[config.mk]
export PLATFORM = sky130hd
export DESIGN_NAME = bcd_subtractor_serial
export DESIGN_NICKNAME = d
export VERILOG_FILES = /design/src/rtl/bcd_subtractor_serial.sv
export SDC_FILE = /design/constraint.sdc
export NUM_CORES = 1
export LEC_CHECK = 0
export ABC_AREA = 0
export BUFFER_PORTS_ARGS = -buffer_cell sky130_fd_sc_hd__buf_2
export CORE_AREA = 4 4 82 84
export CTS_CLUSTER_DIAMETER = 30
export DETAILED_ROUTE_END_ITERATION = 10
export DIE_AREA = 0 0 86 88
export PLACE_DENSITY = 0.79
export SYNTH_ARGS = -nofsm -noshare
export SYNTH_HDL_FRONTEND = slang
export SYNTH_SLANG_ARGS = --single-unit
[constraint.sdc]
create_clock -name clk -period 4.4 [get_ports clk]
set_input_delay 0.44 -clock clk [delete_from_list [all_inputs] [get_ports clk]]
set_output_delay 0.44 -clock clk [all_outputs]
set_load 0.005 [all_outputs]
[src/rtl/bcd_subtractor_serial.sv]
// ---------------------------------------------------------------------------
// bcd_subtractor_serial
//
// Digit-serial BCD subtractor producing |a - b| and a sign flag.
// One BCD digit is processed per clock, least significant digit first,
// with a ripple borrow carried between digits. If the raw difference ends
// with a borrow out (a < b), a second serial pass computes 0 - working
// (ten's complement) to turn the raw result into its magnitude.
//
// Ports:
//   clk    in   system clock, rising edge
//   rst_n  in   asynchronous active-low reset
//   start  in   request, sampled only while idle
//   a      in   minuend, packed BCD, digit 0 at [3:0]
//   b      in   subtrahend, packed BCD
//   diff   out  packed BCD magnitude |a - b|, held until next completion
//   neg    out  1 when a < b (never set for a zero result)
//   err    out  1 when the last request contained a digit > 9
//   busy   out  high while an operation is in progress
//   done   out  one-cycle completion pulse
// ---------------------------------------------------------------------------
module bcd_subtractor_serial #(
    parameter int unsigned DIGITS = 4
) (
    input  logic                  clk,
    input  logic                  rst_n,
    input  logic                  start,
    input  logic [4*DIGITS-1:0]   a,
    input  logic [4*DIGITS-1:0]   b,
    output logic [4*DIGITS-1:0]   diff,
    output logic                  neg,
    output logic                  err,
    output logic                  busy,
    output logic                  done
);

    localparam int unsigned W  = 4 * DIGITS;
    localparam int unsigned IW = (DIGITS > 1) ? $clog2(DIGITS) : 1;
    localparam logic [IW-1:0] LAST_IDX = IW'(DIGITS - 1);

    typedef enum logic [1:0] {
        IDLE,
        SUB,
        NEG
    } state_t;

    state_t          state_q, state_d;
    // The working register is loaded with a and overwritten in place, one
    // result digit per clock; a separate copy of a is therefore not kept.
    logic [W-1:0]    work_q,   work_d;
    logic [W-1:0]    b_q,      b_d;
    logic            borrow_q, borrow_d;
    logic [IW-1:0]   idx_q,    idx_d;
    logic [W-1:0]    diff_q,   diff_d;
    logic            neg_q,    neg_d;
    logic            err_q,    err_d;
    logic            done_q,   done_d;

    logic [3:0]      cur_work;
    logic [3:0]      cur_b;
    logic [3:0]      op_x;
    logic [3:0]      op_y;
    logic [4:0]      t;
    logic            bout;
    logic [3:0]      res_digit;

    function automatic logic has_bad_digit(input logic [W-1:0] v);
        logic bad;
        bad = 1'b0;
        for (int unsigned i = 0; i < DIGITS; i++) begin
            if (v[4*i +: 4] > 4'd9) begin
                bad = 1'b1;
            end
        end
        return bad;
    endfunction

    // Select the digit at the current index from the working and b registers.
    always_comb begin
        cur_work = '0;
        cur_b    = '0;
        for (int unsigned i = 0; i < DIGITS; i++) begin
            if (idx_q == IW'(i)) begin
                cur_work = work_q[4*i +: 4];
                cur_b    = b_q[4*i +: 4];
            end
        end
    end

    // Single digit subtractor shared by both passes: the negate pass is
    // simply 0 - working digit with the same borrow rule.
    always_comb begin
        op_x = (state_q == NEG) ? 4'd0 : cur_work;
        op_y = (state_q == NEG) ? cur_work : cur_b;
        t    = {1'b0, op_x} - {1'b0, op_y} - {4'b0, borrow_q};
        // A negative 5-bit result has its sign bit set; adding ten to the
        // low nibble (mod 16) yields the correct BCD digit in that case.
        bout      = t[4];
        res_digit = bout ? (t[3:0] + 4'd10) : t[3:0];
    end

    always_comb begin
        state_d  = state_q;
        work_d   = work_q;
        b_d      = b_q;
        borrow_d = borrow_q;
        idx_d    = idx_q;
        diff_d   = diff_q;
        neg_d    = neg_q;
        err_d    = err_q;
        done_d   = 1'b0;

        unique case (state_q)
            IDLE: begin
                if (start) begin
                    if (has_bad_digit(a) || has_bad_digit(b)) begin
                        err_d  = 1'b1;
                        diff_d = '0;
                        neg_d  = 1'b0;
                        done_d = 1'b1;
                    end else begin
                        work_d   = a;
                        b_d      = b;
                        borrow_d = 1'b0;
                        idx_d    = '0;
                        err_d    = 1'b0;
                        state_d  = SUB;
                    end
                end
            end

            SUB, NEG: begin
                for (int unsigned i = 0; i < DIGITS; i++) begin
                    if (idx_q == IW'(i)) begin
                        work_d[4*i +: 4] = res_digit;
                    end
                end
                borrow_d = bout;
                idx_d    = idx_q + IW'(1);

                if (idx_q == LAST_IDX) begin
                    if (state_q == NEG) begin
                        diff_d  = work_d;
                        neg_d   = 1'b1;
                        done_d  = 1'b1;
                        state_d = IDLE;
                    end else if (!bout) begin
                        diff_d  = work_d;
                        neg_d   = 1'b0;
                        done_d  = 1'b1;
                        state_d = IDLE;
                    end else begin
                        idx_d    = '0;
                        borrow_d = 1'b0;
                        state_d  = NEG;
                    end
                end
            end

            default: begin
                state_d = IDLE;
            end
        endcase
    end

    always_ff @(posedge clk or negedge rst_n) begin
        if (!rst_n) begin
            state_q  <= IDLE;
            work_q   <= '0;
            b_q      <= '0;
            borrow_q <= 1'b0;
            idx_q    <= '0;
            diff_q   <= '0;
            neg_q    <= 1'b0;
            err_q    <= 1'b0;
            done_q   <= 1'b0;
        end else begin
            state_q  <= state_d;
            work_q   <= work_d;
            b_q      <= b_d;
            borrow_q <= borrow_d;
            idx_q    <= idx_d;
            diff_q   <= diff_d;
            neg_q    <= neg_d;
            err_q    <= err_d;
            done_q   <= done_d;
        end
    end

    assign diff = diff_q;
    assign neg  = neg_q;
    assign err  = err_q;
    assign done = done_q;
    assign busy = (state_q != IDLE);

endmodule

Word level (Yosys, flattened, before mapping). Cells that the tools add are included.

Input port bits: 35. Word-level logic and storage cells: 108. Register bits: 56.

Bitwise logic cells: 1. $lt $le $gt $ge: 8. Add/subtract/negate cells: 4. Multiplexer cells: 65. Reductions and logical operators: 11. Eq/ne operators: 10.

Operators with widths (count): two-way mux 16 bit (7); case mux 16 bit (2 select lines) (2); two-way mux 4 bit (15); greater-than comparator 4 bit (second input constant) (8); two-way mux 1 bit (26); two-way mux 2 bit (10); AND reduction 3 bit (3); inequality test 2 bit (second input constant) (4); case mux 2 bit (2 select lines) (2); equality test 2 bit (second input constant) (3); case mux 1 bit (2 select lines) (3); AND reduction 5 bit (1); subtractor 4 x 4 -> 5 bit (1); subtractor 5 x 1 -> 5 bit (1); adder 4 bit (second input constant) (1); equality test 2 x 1 -> 1 bit (second input constant) (2); zero test 2 bit (2); nonzero test 2 bit (2); inequality test 3 bit (second input constant) (1); adder 2 x 1 -> 2 bit (second input constant) (1); AND reduction 2 bit (1); OR reduction 2 bit (1); logical OR 1 bit (1); NOT 1 bit (1).

Depth between registers and ports, before layout.
Depth in word-level cells: 15. Depth in mapped cells: 22. Depth with buffers taken out: 19.

Least setup slack after synthesis. OpenSTA, ideal clock, no wires.

Path kind: flip-flop to flip-flop. Start point: register idx_q[1]. End point: register diff_q[11] (netlist: diff[11]). Stages on the path, launching flop included: 20. Data arrival time: 3.715 ns. Setup time: 0.136 ns. Clock period less this slack: 3.851 ns. Buffers on the path: 1. Slack: 0.549 ns. Cell sequence: dfrtp_1 > inv_1 > ha_1 > buf_6 > and2b_1 > a22oi_1 > nor2_1 > a21oi_1 > nor2_1 > a211oi_1 > a21oi_1 > fa_1 > inv_1 > fa_1 > ha_1 > or4_1 > nor2_1 > a221oi_1 > o21ai_2 > o211ai_1.

Word-level cells in the longest chain between the ends: 15.

RTL lines: start: declaration (RTL line 53) `logic [IW-1:0] idx_q, idx_d;`; start signal: assignment (RTL line 182) `idx_q <= idx_d;`; zero test 2 bit (RTL line 83) `if (idx_q == IW'(i)) begin`; two-way mux 4 bit (4 in a row) (RTL line 83); two-way mux 4 bit, on equally long branches (RTL line 93, 94); subtractor 4 x 4 -> 5 bit (RTL line 95) `t = {1'b0, op_x} - {1'b0, op_y} - {4'b0, borrow_q};`; subtractor 5 x 1 -> 5 bit (RTL line 95); adder 4 bit (RTL line 99) `res_digit = bout ? (t[3:0] + 4'd10) : t[3:0];`; two-way mux 4 bit (RTL line 99); two-way mux 4 bit (RTL line 134) `if (idx_q == IW'(i)) begin`; two-way mux 16 bit (RTL line 147) `end else if (!bout) begin`; two-way mux 16 bit (RTL line 142) `if (state_q == NEG) begin`; two-way mux 16 bit (RTL line 141) `if (idx_q == LAST_IDX) begin`; case mux 16 bit (2 select lines) (RTL line 113) `unique case (state_q)`; end signal: assignment (RTL line 183) `diff_q <= diff_d;`; end: declaration (RTL line 54) `logic [W-1:0] diff_q, diff_d;`.

Several ways; a longest one is shown, not always the timed one. The select of a mux whose other input is x is not followed. A chain may end at the register's enable or synchronous reset.

Worst setup path in the final report.
Start point: register idx_q[0]. End point: register diff_q[11] (netlist: diff[11]).

The elaborated chain is that of the path after synthesis.

==> metrics.csv <==
stage,metric,value,unit
status,status,"complete, no violations",
grt,grt_max_degree,57,
logic_synthesis,syn-cell-area,3360,um2
routing,vias,3028,
worst_setup_path,max_stage_delay,470,ps
routing,routed_via_density,6.20,
place,dp_cells,475,
layout,finalNonFillerCells,488,
cts,root_buffer,clkbuf_8,
layout,diodes,0,
logic_synthesis,async_flop_share,1.00,
grt,grt_overflow,0,
layout,layout-area-overhead-vs-synth,15.1,%
worst_setup_path,start_kind,flop,
cts,tritoncts,yes,
logic_synthesis,ys_ff_latch,56,
timing,finalCritPeriodShare,0.949,
floorplan,die_y,88,um
cts,clkSinkCount,56,
place,hpwl,6250,um
timing,maxSlewHeadroom,0.349,
worst_setup_path,crit_top_cell,nor2_1,
worst_setup_path,ff2ff_path_depth,19,
worst_setup_path,cp_num_buf_inv,3,
routing,firstDrtPassIters,5,
place,placed_cell_area,3710,um2
place,gp_congestion,0.915,
floorplan,coreArea,5920,um2
job,drv_cap,0,
worst_setup_path,setup.worst_path.end_class,flop,
logic_synthesis,yosysUniqueCellTypes,55,
timing,fin_skew,12.0,ps
timing,drv_slew,0,
logic_synthesis,yosys_most_used_dff,dfrtp_1,
layout,final_util,0.654,
logic_synthesis,syn_area_per_cell,9.47,um2
worst_setup_path,slowest_stage,or4_1,
floorplan,initial_core_util,0.568,
cts,cts_buffer_depth,2,
timing,setup-tns-final,0,ps
timing,setup_viol,0,
grt,track_usage,0.237,
routing,wirelength,8670,um
layout,nets,461,
worst_setup_path,path_cells,"inv_1, ha_1, and2b_2, a22oi_1, nor2_1, a21oi_1, nor2_1, a211oi_2, a21oi_1, fa_1, inv_2, fa_2, ha_2, or4_1, nor2_1, a221oi_1, o21ai_2, buf_4, o211ai_1",
logic_synthesis,synth_edf_count,0,
logic_synthesis,synth-warning-count,0,
cts,clk_pin_slew_worst_paths,110,ps
grt,antenna_found_initial,0,
layout,most-common-layout-cells,"dfrtp_1 (56), buf_2 (54), nand2_1 (42)",
layout,fin_area,3870,um2
layout,layout_commonest_cell,dfrtp_1,
worst_setup_path,worstSetupPathType,flop to flop,
floorplan,fp.dieW,86,um
timing,tightest_slew,970,ps
worst_setup_path,cp_num_cells,19,
grt,grt_pass1_vias,2874,
routing,remaining_drc_errors,0,
min_path,hp-class,primary input to async pin,
logic_synthesis,ys_seq_area_frac,0.417,
cts,cts_hold_buf,0,
grt,grt_first_pass_wirelength,14200,um
timing,final.min_clock_period,4170,ps
routing,ant_nets,0,
cts,cts_buffers,5,
place,port_buffers,54,
cts,cts.htree.levels,2,
logic_synthesis,syn-num-nets,404,
floorplan,io_pins,55,
logic_synthesis,syn-instance-count,355,
floorplan,dieArea,7570,um2
worst_setup_path,cpLargestDelayFamily,adder cells,
timing,fmax,240,MHz
worst_setup_path,crit_arrival,4360,ps
worst_setup_path,critPathMaxFanout,6,
floorplan,rows,28,
routing,drt_iter0_drc,234,
cts,insertion_delay,320,ps
routing,avgRoutedWirePerCell,17.8,um
worst_setup_path,critPathRequiredTime,4590,ps
layout,drive_gt1_frac,0.288,
timing,finalHoldViolations,0,
==> kinds of logic after synthesis <==
family	synth area share
simple gates	0.169
compound gates	0.230
flops	0.417
buf+inv	0.0514
mux	0.0603
fa+ha+maj	0.0566
xor+xnor	0.0153
==> worst paths after layout <==
check | start | endpoint | slack (ps)
worst min register to register | diff[4]$_DFFE_PN0P_ | diff[4]$_DFFE_PN0P_ | 470
min in group clk | b[14] | b_q[14]$_DFFE_PN0P_ | 330
max in group asynchronous | rst_n | b_q[15]$_DFFE_PN0P_ | 3670
worst max-delay path | idx_q[0]$_DFFE_PN0P_ | diff[11]$_DFFE_PN0P_ | 230
worst max register to register | idx_q[0]$_DFFE_PN0P_ | diff[11]$_DFFE_PN0P_ | 230
worst min-delay path | rst_n | diff[0]$_DFFE_PN0P_ | 250
==> flip-flops by register name, summed over array words and instances, names as in the netlist <==
signal	flops
done	1
state_q	2
err	1
neg	1
borrow_q	1
b_q	16
idx_q	2
diff	16
work_q	16
==> per-layer routing <==
metal  wire (um)  track usage  vias up
met1        3660        0.323     1451
li1            -            -     1424
met5           0            0        -
met2        4120        0.388      142
met4         136       0.0748        0
met3         756       0.0386       11
==> worst register-to-register path, stage by stage (launching register included) <==
cell and delay [ps]:
dfrtp_1 400, inv_1 100, ha_1 220, and2b_2 240
a22oi_1 180, nor2_1 60, a21oi_1 130, nor2_1 70
a211oi_2 230, a21oi_1 90, fa_1 430, inv_2 90
fa_2 460, ha_2 230, or4_1 470, nor2_1 100
a221oi_1 70, o21ai_2 190, buf_4 170, o211ai_1 120
==> stage by stage <==
step,hold WS (ps),setup slack (ps)
floorplan,144,549
global placement,448,167
detailed placement,451,65.2
CTS,276,37.9
global route,280,-21.0
finish,245,226
==> Yosys cell counts, types with 2 or more instances <==
| library cell | count | area [um2] |
|---|---|---|
| o32ai_1 | 12 | 105 |
| or2_2 | 5 | 31.3 |
| mux2_2 | 16 | 180 |
| o21ai_0 | 20 | 100 |
| a31oi_1 | 8 | 50.1 |
| o21a_1 | 2 | 15.0 |
| o22a_1 | 4 | 35.0 |
| nand3b_1 | 2 | 15.0 |
| dfrtp_1 | 56 | 1400 |
| or4_1 | 2 | 15.0 |
| nor3b_1 | 4 | 30.0 |
| nand4_1 | 2 | 12.5 |
| nand4b_1 | 3 | 26.3 |
| buf_4 | 2 | 15.0 |
| nor2_1 | 27 | 101 |
| buf_1 | 2 | 7.51 |
| a21o_1 | 2 | 15.0 |
| xnor2_1 | 4 | 35.0 |
| nand2_1 | 42 | 158 |
| buf_2 | 3 | 15.0 |
| o221ai_1 | 2 | 17.5 |
| a21oi_1 | 27 | 135 |
| o211ai_1 | 10 | 75.1 |
| nand3_1 | 12 | 60.1 |
| buf_6 | 4 | 45.0 |
| clkbuf_1 | 12 | 45.0 |
| o2111ai_1 | 4 | 35.0 |
| inv_1 | 12 | 45.0 |
| a22oi_1 | 5 | 37.5 |
| a211oi_1 | 6 | 45.0 |
| nor2b_1 | 6 | 37.5 |
| fa_1 | 2 | 40.0 |
| ha_1 | 12 | 150 |
| nor3_1 | 2 | 10.0 |
==> final cells by class <==
class                   instances  area [um2]
clock buffers                   5        68.8
inverters                      12        45.0
flip-flops and latches         56        1400
multi-input cells             265        1840
well taps                      75        93.8
clock inverters                 3        21.3
fillers                       492        2050
repair buffers                 72         405
==> timing repair <==
action | CTS | global route
buffers inserted | 0 | 4
endpoints found under the setup margin | 0 | 21
gates resized for setup | 0 | 11
Power is not shown: default switching activity piles up to over one toggle a cycle in this logic, so the estimate is an artifact.
